[src/rtl/sram_arbiter_pkg.sv]
// rtl/sram_arbiter_pkg.sv - shared encodings for the inst/data SRAM port arbiter
package sram_arbiter_pkg;

    localparam logic [1:0] SZ_BYTE = 2'd0;
    localparam logic [1:0] SZ_HALF = 2'd1;
    localparam logic [1:0] SZ_WORD = 2'd2;

    localparam logic SRC_INST = 1'b0;
    localparam logic SRC_DATA = 1'b1;

    localparam int DEFAULT_OUTSTANDING = 2;

    typedef enum logic {
        LK_IDLE = 1'b0,
        LK_LOCK = 1'b1
    } lock_state_t;

endpackage

[src/rtl/arb_id_fifo.sv]
// rtl/arb_id_fifo.sv - in-order source-ID FIFO for outstanding shared-port transactions
module arb_id_fifo #(
    parameter int DEPTH = 2,
    parameter int CNT_W = $clog2(DEPTH) + 1
) (
    input  logic clk,
    input  logic rst,
    input  logic push,
    input  logic din,
    input  logic pop,
    output logic head,
    output logic full,
    output logic empty
);

    localparam int PTR_W = (DEPTH > 1) ? $clog2(DEPTH) : 1;

    logic [DEPTH-1:0] slots;
    logic [PTR_W-1:0] wr_ptr;
    logic [PTR_W-1:0] rd_ptr;
    logic [CNT_W-1:0] count;
    logic             push_ok;
    logic             pop_ok;

    assign full    = (count == CNT_W'(DEPTH));
    assign empty   = (count == '0);
    assign head    = slots[rd_ptr];
    assign push_ok = push & ~full;
    assign pop_ok  = pop & ~empty;

    // DEPTH is a power of two, so the pointers wrap naturally
    always_ff @(posedge clk or posedge rst) begin
        if (rst) begin
            slots  <= '0;
            wr_ptr <= '0;
            rd_ptr <= '0;
            count  <= '0;
        end else begin
            if (push_ok) begin
                slots[wr_ptr] <= din;
                wr_ptr        <= wr_ptr + PTR_W'(1);
            end
            if (pop_ok) begin
                rd_ptr <= rd_ptr + PTR_W'(1);
            end
            if (push_ok && !pop_ok) begin
                count <= count + CNT_W'(1);
            end else if (pop_ok && !push_ok) begin
                count <= count - CNT_W'(1);
            end
        end
    end

endmodule

[src/rtl/sram_arbiter.sv]
// rtl/sram_arbiter.sv - shares one SRAM-like port between fetch and memory stages, data first
module sram_arbiter
    import sram_arbiter_pkg::*;
#(
    parameter int OUTSTANDING = DEFAULT_OUTSTANDING,
    parameter int ID_W        = 1
) (
    input  logic        clk,
    input  logic        reset,
    input  logic        inst_sram_req,
    input  logic        inst_sram_wr,
    input  logic [1:0]  inst_sram_size,
    input  logic [31:0] inst_sram_addr,
    input  logic [3:0]  inst_sram_wstrb,
    input  logic [31:0] inst_sram_wdata,
    output logic        inst_sram_addr_ok,
    output logic        inst_sram_data_ok,
    output logic [31:0] inst_sram_rdata,
    input  logic        data_sram_req,
    input  logic        data_sram_wr,
    input  logic [1:0]  data_sram_size,
    input  logic [31:0] data_sram_addr,
    input  logic [3:0]  data_sram_wstrb,
    input  logic [31:0] data_sram_wdata,
    output logic        data_sram_addr_ok,
    output logic        data_sram_data_ok,
    output logic [31:0] data_sram_rdata,
    output logic        mem_req,
    output logic        mem_wr,
    output logic [1:0]  mem_size,
    output logic [31:0] mem_addr,
    output logic [3:0]  mem_wstrb,
    output logic [31:0] mem_wdata,
    input  logic        mem_addr_ok,
    input  logic        mem_data_ok,
    input  logic [31:0] mem_rdata
);

    localparam int CNT_W = $clog2(OUTSTANDING) + ID_W;

    lock_state_t state, state_nxt;
    logic        locked_id, locked_id_nxt;
    logic        grant;
    logic        grant_req;
    logic        fire;
    logic        pop;
    logic        fifo_head;
    logic        fifo_full;
    logic        fifo_empty;

    // A pending-but-unaccepted request pins the grant so the port request stays stable
    assign grant     = (state == LK_LOCK) ? locked_id
                     : (data_sram_req ? SRC_DATA : SRC_INST);
    assign grant_req = (grant == SRC_DATA) ? data_sram_req : inst_sram_req;
    assign mem_req   = ~reset & grant_req & ~fifo_full;
    assign fire      = mem_req & mem_addr_ok;
    assign pop       = ~reset & mem_data_ok & ~fifo_empty;

    arb_id_fifo #(
        .DEPTH (OUTSTANDING),
        .CNT_W (CNT_W)
    ) u_id_fifo (
        .clk   (clk),
        .rst   (reset),
        .push  (fire),
        .din   (grant),
        .pop   (pop),
        .head  (fifo_head),
        .full  (fifo_full),
        .empty (fifo_empty)
    );

    always_ff @(posedge clk or posedge reset) begin
        if (reset) begin
            state     <= LK_IDLE;
            locked_id <= SRC_INST;
        end else begin
            state     <= state_nxt;
            locked_id <= locked_id_nxt;
        end
    end

    always_comb begin
        state_nxt     = state;
        locked_id_nxt = locked_id;
        case (state)
            LK_IDLE: begin
                if (mem_req && !mem_addr_ok) begin
                    state_nxt     = LK_LOCK;
                    locked_id_nxt = grant;
                end
            end
            LK_LOCK: begin
                if (fire) begin
                    state_nxt = LK_IDLE;
                end
            end
            default: state_nxt = LK_IDLE;
        endcase
    end

    always_comb begin
        mem_wr    = 1'b0;
        mem_size  = 2'd0;
        mem_addr  = 32'd0;
        mem_wstrb = 4'd0;
        mem_wdata = 32'd0;
        if (!reset) begin
            if (grant == SRC_DATA) begin
                mem_wr    = data_sram_wr;
                mem_size  = data_sram_size;
                mem_addr  = data_sram_addr;
                mem_wstrb = data_sram_wstrb;
                mem_wdata = data_sram_wdata;
            end else begin
                mem_wr    = inst_sram_wr;
                mem_size  = inst_sram_size;
                mem_addr  = inst_sram_addr;
                mem_wstrb = inst_sram_wstrb;
                mem_wdata = inst_sram_wdata;
            end
        end
    end

    assign inst_sram_addr_ok = fire & (grant == SRC_INST);
    assign data_sram_addr_ok = fire & (grant == SRC_DATA);

    assign inst_sram_data_ok = pop & (fifo_head == SRC_INST);
    assign data_sram_data_ok = pop & (fifo_head == SRC_DATA);
    assign inst_sram_rdata   = inst_sram_data_ok ? mem_rdata : 32'd0;
    assign data_sram_rdata   = data_sram_data_ok ? mem_rdata : 32'd0;

endmodule

[config.mk]
export PLATFORM = sky130hd
export DESIGN_NAME = sram_arbiter
export DESIGN_NICKNAME = d
export VERILOG_FILES = /design/src/rtl/sram_arbiter_pkg.sv /design/src/rtl/arb_id_fifo.sv /design/src/rtl/sram_arbiter.sv
export SDC_FILE = /design/constraint.sdc
export NUM_CORES = 1
export LEC_CHECK = 0
export CAP_MARGIN = 25
export CELL_PAD_IN_SITES_DETAIL_PLACEMENT = 1
export CELL_PAD_IN_SITES_GLOBAL_PLACEMENT = 2
export CORE_MARGIN = 4
export CORE_UTILIZATION = 10
export CTS_BUF_LIST = sky130_fd_sc_hd__clkbuf_8
export DETAILED_ROUTE_END_ITERATION = 8
export GPL_ROUTABILITY_DRIVEN = 0
export PLACE_DENSITY = 0.95
export RECOVER_POWER = 25
export REMOVE_ABC_BUFFERS = 1
export SETUP_SLACK_MARGIN = 0.5
export SLEW_MARGIN = 20
export SYNTH_ARGS = -nofsm -noshare
export SYNTH_HDL_FRONTEND = slang
export SYNTH_SLANG_ARGS = --single-unit
[constraint.sdc]
create_clock -name clk -period 1.9 [get_ports clk]
set_input_delay 0.38 -clock clk [delete_from_list [all_inputs] [get_ports clk]]
set_output_delay 0.38 -clock clk [all_outputs]
set_load 0.02 [all_outputs]
After elaboration in Yosys (flattened, before gate mapping)
Cells that the tools add are included.
- flip-flop bits (word level): 8
- input port bits: 180
- word-level logic and storage cells: 66
- output and inout port bits: 140
- reduce and logical (&&, ||, !) cells: 10
- $lt $le $gt $ge: 3
- add/subtract/negate cells: 4
- eq/ne operators: 1
- bitwise operators: 17
- multiplexer cells: 25
- operators by type and width (kind ; count):
    two-way mux 32 bit ; 6
    bitwise AND 1 bit ; 11
    two-way mux 1 bit ; 10
    two-way mux 2 bit ; 4
    two-way mux 4 bit ; 2
    inverter 1 bit ; 6
    logical AND 1 bit ; 4
    < comparator 1 x 2 -> 1 bit, second input constant ; 2
    zero test 1 bit ; 3
    adder 1 bit, second input constant ; 2
    adder 2 x 1 -> 2 bit, second input constant ; 1
    bitwise mux 2 bit ; 1
    equality test 2 bit, second input constant ; 1
    zero test 2 bit ; 1
    case mux 1 bit (2 select lines) ; 1
    AND reduction 2 bit ; 1
    nonzero test 2 bit ; 1
    subtractor 2 x 1 -> 2 bit, second input constant ; 1
    demux 1 bit (select 1 bit) ; 1
    >= comparator 1 bit, second input constant ; 1

Logic depth before layout (Yosys ltp)
Gate-level depths: netlist of the first run.
- word-level depth: 11
- mapped depth: 8
- gate-level depth less buffers: 8

Cells and area by module
From an unflattened synthesis of the first run, not the netlist that was laid out.
- cell total of the unflattened synthesis: 353
- area, all modules: 2048.2 um^2
- by module, submodules not included (module ; sequential area each (um^2) ; cells an instance ; times used ; area an instance (um^2)):
    sram_arbiter ; 50.0 ; 329 ; 1 ; 1760.4
    arb_id_fifo ; 150.1 ; 24 ; 1 ; 287.8

Worst setup path after synthesis of the first run
Ideal clock, no wire load.
- kind: input-to-output
- from: input reset
- to: output data_sram_rdata[11]
- arrival time: 1715 ps
- buffers on the path: 2
- path slack: -195 ps
- stages on the path: 6
- data required time: 1520 ps
- path through: clkbuf_1 > inv_1 > o211a_1 > clkbuf_1 > nand2_1 > nor2_1
- longest elaborated chain between the ends: 5
- ends and longest elaborated chain (item ; line ; source):
    from (decl) ; sram_arbiter.sv:9 ; input logic reset,
    inverter 1 bit ; sram_arbiter.sv:57 ; assign pop = ~reset & mem_data_ok & ~fifo_empty;
    bitwise AND 1 bit (2 in series) ; sram_arbiter.sv:57 ;
    bitwise AND 1 bit ; sram_arbiter.sv:129 ; assign data_sram_data_ok = pop & (fifo_head == SRC_DATA);
    two-way mux 32 bit ; sram_arbiter.sv:131 ; assign data_sram_rdata = data_sram_data_ok ? mem_rdata : 32'd0;
    to (decl) ; sram_arbiter.sv:27 ; output logic [31:0] data_sram_rdata,
Every way passes these cells.

==> impl_metrics.json, run 1 <==
{
  "synth.area.top_cells": "nand2_1, a21oi_1, nor2_1, dfrtp_1, clkbuf_1",
  "final_common_cell": "clkdlybuf4s50_1",
  "setup_viol": 142,
  "cts_tree": "yes",
  "clock_latency_ns": 0.23,
  "p_int_mw": 5.19,
  "grt_start_max_net_pins": 26,
  "pwr-share-comb_pct": 94.6,
  "overflow": 0,
  "grt_setup_unrepaired": "yes",
  "antennaDiodeCount": 0,
  "crit_path_start_kind": "flop",
  "core_area_sq_mm": 0.0180,
  "wl_met3_mm": 1.88,
  "clockRootBuffer": "clkbuf_8",
  "yosys_warnings": 0,
  "tightest_slew_ns": 0.469,
  "initial_utilization_pct": 10.2,
  "routed_wirelength_mm": 20.2,
  "period_minus_slack_ns": 2.22,
  "syn2layout_area_growth_pct": 347,
  "slew_headroom_pct": 68.8,
  "ys_seq_area_share_pct": 10.9,
  "dr.pass1.iters": 4,
  "crit_top_cell": "buf_6",
  "synth_top_area_share_pct": 35.9,
  "dp.cells": 941,
  "max_freq_ghz": 0.451,
  "avgSynthCellArea_sq_um": 4.81,
  "post-route-util_pct": 45.6,
  "vias": 4261,
  "hold_viol": 0,
  "violations": "setup timing",
  "numCtsBuffers": 3,
  "layout_common_cells": "clkdlybuf4s50_1, buf_6, nand2_1",
  "fin_cells": 1004,
  "fin_tns_setup_ns": -31.96,
  "worstPathArrival_ns": 1.84,
  "critPathCaptureType": "primary output",
  "synth_cells": 382,
  "fin_skew_ns": 0.00166,
  "syn-cell-area_sq_mm": 0.00184,
  "path_clk_slew_ns": 0.05,
  "drc": 0,
  "post_drt_wl_per_cell_microns": 20.1,
  "dieWidth_microns": 144,
  "yosys_register_bits": 8,
  "critPathMaxStageDelay_ns": 0.38,
  "hpwlAfterDp_mm": 13.0,
  "path_class": "flop to primary output",
  "io_buffers": 319,
  "p_clk_share_pct": 2.1,
  "die_y_microns": 144,
  "ys_types": 23,
  "maxCapViolCount": 0,
  "crit_chain": "buf_6, mux2i_4, buf_6, buf_12, buf_8, nand2_4, a21oi_4, buf_6, buf_12",
  "drt-vias-per-instance": 4.24,
  "hold_path.class": "input port to asynchronous set/reset pin",
  "grt_pass1_vias": 4436,
  "power_density_mw_per_mm2": 1240,
  "required_ns": 1.52,
  "grt_pass1_wl_mm": 25.7,
  "grt_usage_pct": 15.8,
  "highest_layer": "met4",
  "ir_drop_mv": 0.825,
  "antenna_found_initial": 0,
  "seqPwrFrac_pct": 3.3,
  "crit_slowest_cell": "dfrtp_1",
  "total_power_mw": 10.2,
  "cts_hold_buf": 0,
  "slew_viol_final": 0,
  "switching_power_mw": 4.99,
  "drt_iter0_drc": 64,
  "rows": 49,
  "clockBufferDepth": 2,
  "cts_max_level": 1,
  "wl_met1_mm": 6.98,
  "setup_ws_ns": -0.317,
  "ant_nets": 0,
  "io_pins": 320,
  "die-area_sq_mm": 0.0206,
  "fin_crit_sh_pct": 117,
  "synth_top_cell_by_area": "nand2_1",
  "met2_wirelength_mm": 11.1,
  "p_sw_share_pct": 49.0,
  "worst-path-max-fanout": 6,
  "drive_gt1_share_pct": 59.9,
  "fin_nets": 958,
  "path_buf_inv": 6,
  "leakage_nw": 3.39,
  "numClockSinks": 8,
  "critPathTopFamily": "buffers and inverters",
  "outcome": "finished with violations"
}
repair_timing:
item / 4_1_cts / 5_1_grt
pin swaps: 61 / 55
cloned: 9 / 3
buffers inserted: 30 / 18
endpoints found under the setup margin: 148 / 148
gates resized for setup: 883 / 306
worst reg2reg max path, cell delays in order, from the launching register on:
cell	delay [ns]
dfrtp_1	0.38
buf_6	0.13
o211a_4	0.26
buf_12	0.13
buf_12	0.13
buf_16	0.15
buf_8	0.13
inv_8	0.06
buf_6	0.11
ha_4	0.13
xor2_1	0.15
nor2_1	0.06
xor2_1	0.14
synthesized netlist by cell type:
cell,count
a31oi_1,1
ha_1,1
mux2_1,1
nor3_1,1
dfrtp_1,8
nor2b_1,1
nor2_1,71
a2111oi_4,1
mux2i_2,1
clkbuf_1,23
inv_1,3
mux2i_1,2
a21oi_1,71
nand2_1,176
buf_2,8
o211a_1,1
o21a_1,1
a41oi_1,1
xor2_1,2
nand3b_1,1
buf_1,1
mux2_2,3
xnor2_1,3
cell families after synthesis:
| family | share of synthesized area (%) |
|---|---|
| muxes | 4.29 |
| DFF | 10.9 |
| buffers and inverters | 7.69 |
| and+or+nand+nor | 51.5 |
| xor gates and xnor gates | 2.38 |
| adders and majority gates | 0.681 |
| AOI/OAI and AO/OA | 22.6 |
path summary, 6_finish.rpt:
path,start,end,slack (ns),depth (start not counted)
worst max-delay path,flop,mem_wdata[21],-0.32,9
worst min register to register,u_id_fifo.count[0],u_id_fifo.count[0],0.57,2
worst min-delay path,reset,u_id_fifo.count[0],0.42,3
max in group asynchronous,reset,asynchronous set/reset pin,1.16,3
min in group clk,u_id_fifo.count[0],u_id_fifo.count[0],0.57,2
worst max register to register,u_id_fifo.count[0],u_id_fifo.count[1],-0.17,12
power by group through the flow:
| stage | sequential (mW) | combinational [mW] | clock (mW) |
|---|---|---|---|
| 4_1_cts | 0.328 | 7.74 | 0.222 |
| 3_5_place_dp | 0.323 | 5.72 | 0 |
| 3_3_place_gp | 0.317 | 5.68 | 0 |
| 2_1_floorplan | 0.342 | 2.42 | 0 |
| 6_report | 0.332 | 9.63 | 0.217 |
| 5_1_grt | 0.341 | 10.1 | 0.225 |
routing by layer:
metal	GRT usage [%]	vias up
met2	31.1	205
met5	0	-
met4	1.54	0
met3	4.16	12
li1	-	2007
met1	17.5	2037
final cells by class:
cell class | count | area, sq um
Fill cell | 1997 | 9810
Timing Repair Buffer | 422 | 4770
Multi-Input combinational cell | 339 | 2900
Tap cell | 229 | 287
Sequential cell | 8 | 200
Clock buffer | 3 | 41.3
Inverter | 3 | 18.8
through the flow:
stage	worst slack [ns]	hold slack, ns	area, sq um
after floorplan	-1.28	0.204	1710
after global placement	-0.953	0.471	5670
after detailed placement	-0.945	0.477	5670
after CTS	-0.306	0.248	6700
after global routing	-0.367	0.485	8220
final	-0.317	0.418	8220
No activity file was read; power rests on OpenSTA's default activity.
==> run 2: changes to the inputs <==
Settings changed: CORE_AREA set to 4 4 123 125, CORE_MARGIN 4 to unset, CORE_UTILIZATION 10 to unset, DIE_AREA set to 0 0 127 129, DONT_BUFFER_PORTS set to 1, PLACE_DENSITY 0.95 to 0.5.
==> run 2 against run 1 <==
The run still ends with setup timing left. First-iteration DRC count rose by 41%. Die area fell by 21%. Clock power barely moved. Global-route usage rose by 3.5 points. Largest cell class is now multi-input combinational cells. Highest routed layer unchanged.
==> impl_metrics.json, run 2 (same netlist as run 1, synthesis figures left out) <==
{
  "cts_max_level": 1,
  "grt_start_max_net_pins": 75,
  "grt_pass1_wl_mm": 24.5,
  "final_common_cell": "buf_6",
  "violations": "setup timing",
  "rows": 43,
  "fin_cells": 732,
  "dr.pass1.iters": 4,
  "numClockSinks": 8,
  "overflow": 0,
  "period_minus_slack_ns": 2.10,
  "setup_viol": 93,
  "fin_crit_sh_pct": 110,
  "drc": 0,
  "tightest_slew_ns": 0.520,
  "core_area_sq_mm": 0.0139,
  "clockRootBuffer": "clkbuf_8",
  "numCtsBuffers": 3,
  "antennaDiodeCount": 0,
  "drt-vias-per-instance": 4.76,
  "fin_tns_setup_ns": -10.21,
  "total_power_mw": 10.2,
  "routed_wirelength_mm": 18.6,
  "crit_path_start_kind": "flop",
  "outcome": "finished with violations",
  "worst-path-max-fanout": 12,
  "clock_latency_ns": 0.23,
  "fin_nets": 735,
  "die-area_sq_mm": 0.0164,
  "ir_drop_mv": 0.826,
  "hold_viol": 0,
  "power_density_mw_per_mm2": 1650,
  "stdcell_area_sq_mm": 0.00620,
  "layout_common_cells": "buf_6, nand2_1, nor2_4",
  "die_y_microns": 129,
  "path_clk_slew_ns": 0.05,
  "slew_headroom_pct": 65.3,
  "required_ns": 1.52,
  "grt_setup_unrepaired": "yes",
  "critPathCaptureType": "primary output",
  "post_dp_cell_area_sq_mm": 0.00318,
  "fin_hold_ws_ns": 0.234,
  "grt_usage_pct": 19.3,
  "io_buffers": 0,
  "max_freq_ghz": 0.477,
  "hpwlAfterDp_mm": 10.5,
  "leakage_nw": 2.40,
  "drt_iter0_drc": 90,
  "slew_viol_final": 0,
  "post-route-util_pct": 44.6,
  "clockBufferDepth": 2,
  "maxCapViolCount": 0,
  "ant_nets": 0,
  "post_drt_wl_per_cell_microns": 25.4,
  "io_pins": 320,
  "vias": 3484,
  "initial_utilization_pct": 13.2,
  "worstPathArrival_ns": 1.72,
  "setup_ws_ns": -0.196,
  "dp.cells": 683,
  "syn2layout_area_growth_pct": 237,
  "drive_gt1_share_pct": 78.8,
  "dieWidth_microns": 127,
  "antenna_found_initial": 0,
  "path_class": "flop to primary output",
  "hold_path.class": "input port to asynchronous set/reset pin",
  "place_ws_ns": -0.00694,
  "cts_hold_buf": 0,
  "cts_tree": "yes",
  "grt_pass1_vias": 3965,
  "fin_skew_ns": 0.00656
}
[run 2: where the power goes]
| group | internal (mW) | leakage (nW) | switching (mW) |
|---|---|---|---|
| Sequential | 0.264 | 0.0915 | 0.105 |
| Combinational | 4.59 | 2.29 | 5.03 |
| Clock | 0.138 | 0.0216 | 0.0760 |
[run 2: final cells by class]
class | count | area [sq um]
Clock buffer | 3 | 41.3
Fill cell | 1488 | 7680
Inverter | 3 | 18.8
Multi-Input combinational cell | 339 | 3170
Sequential cell | 8 | 203
Tap cell | 180 | 225
Timing Repair Buffer | 199 | 2540
[run 2: worst paths after layout]
kind	startpoint	end	slack, ns	depth (start not counted)
setup / recovery	flop	mem_wdata[26]	-0.20	7
hold / removal	reset	u_id_fifo.count[1]	0.23	2
setup reg to reg	flop	u_id_fifo.count[1]	-0.10	9
hold reg to reg	u_id_fifo.wr_ptr	u_id_fifo.wr_ptr	0.51	1
max in group asynchronous	reset	asynchronous set/reset pin	1.29	2
min in group clk	mem_addr_ok	u_id_fifo.slots[1]	0.28	1
[run 2: metal layers]
layer	GRT usage, %	up-vias	wire length [microns]
met5	0	-	0
met4	5.55	0	420
met3	7.10	24	1960
met2	36.8	217	10200
met1	19.8	1685	6000
li1	-	1558	-
[run 2: critical path, cell delays in order, from the launching register on]
cell	delay [ns]
dfrtp_2	0.41
mux2i_4	0.26
buf_12	0.16
buf_12	0.12
clkbuf_16	0.16
nand2_1	0.06
a21oi_1	0.14
buf_4	0.16
[run 2: what timing repair did]
action,4_1_cts,5_1_grt
gates cloned,17,4
endpoints found under the setup margin,146,146
gates resized for setup,362,178
setup buffers,25,0
pin swaps,77,96
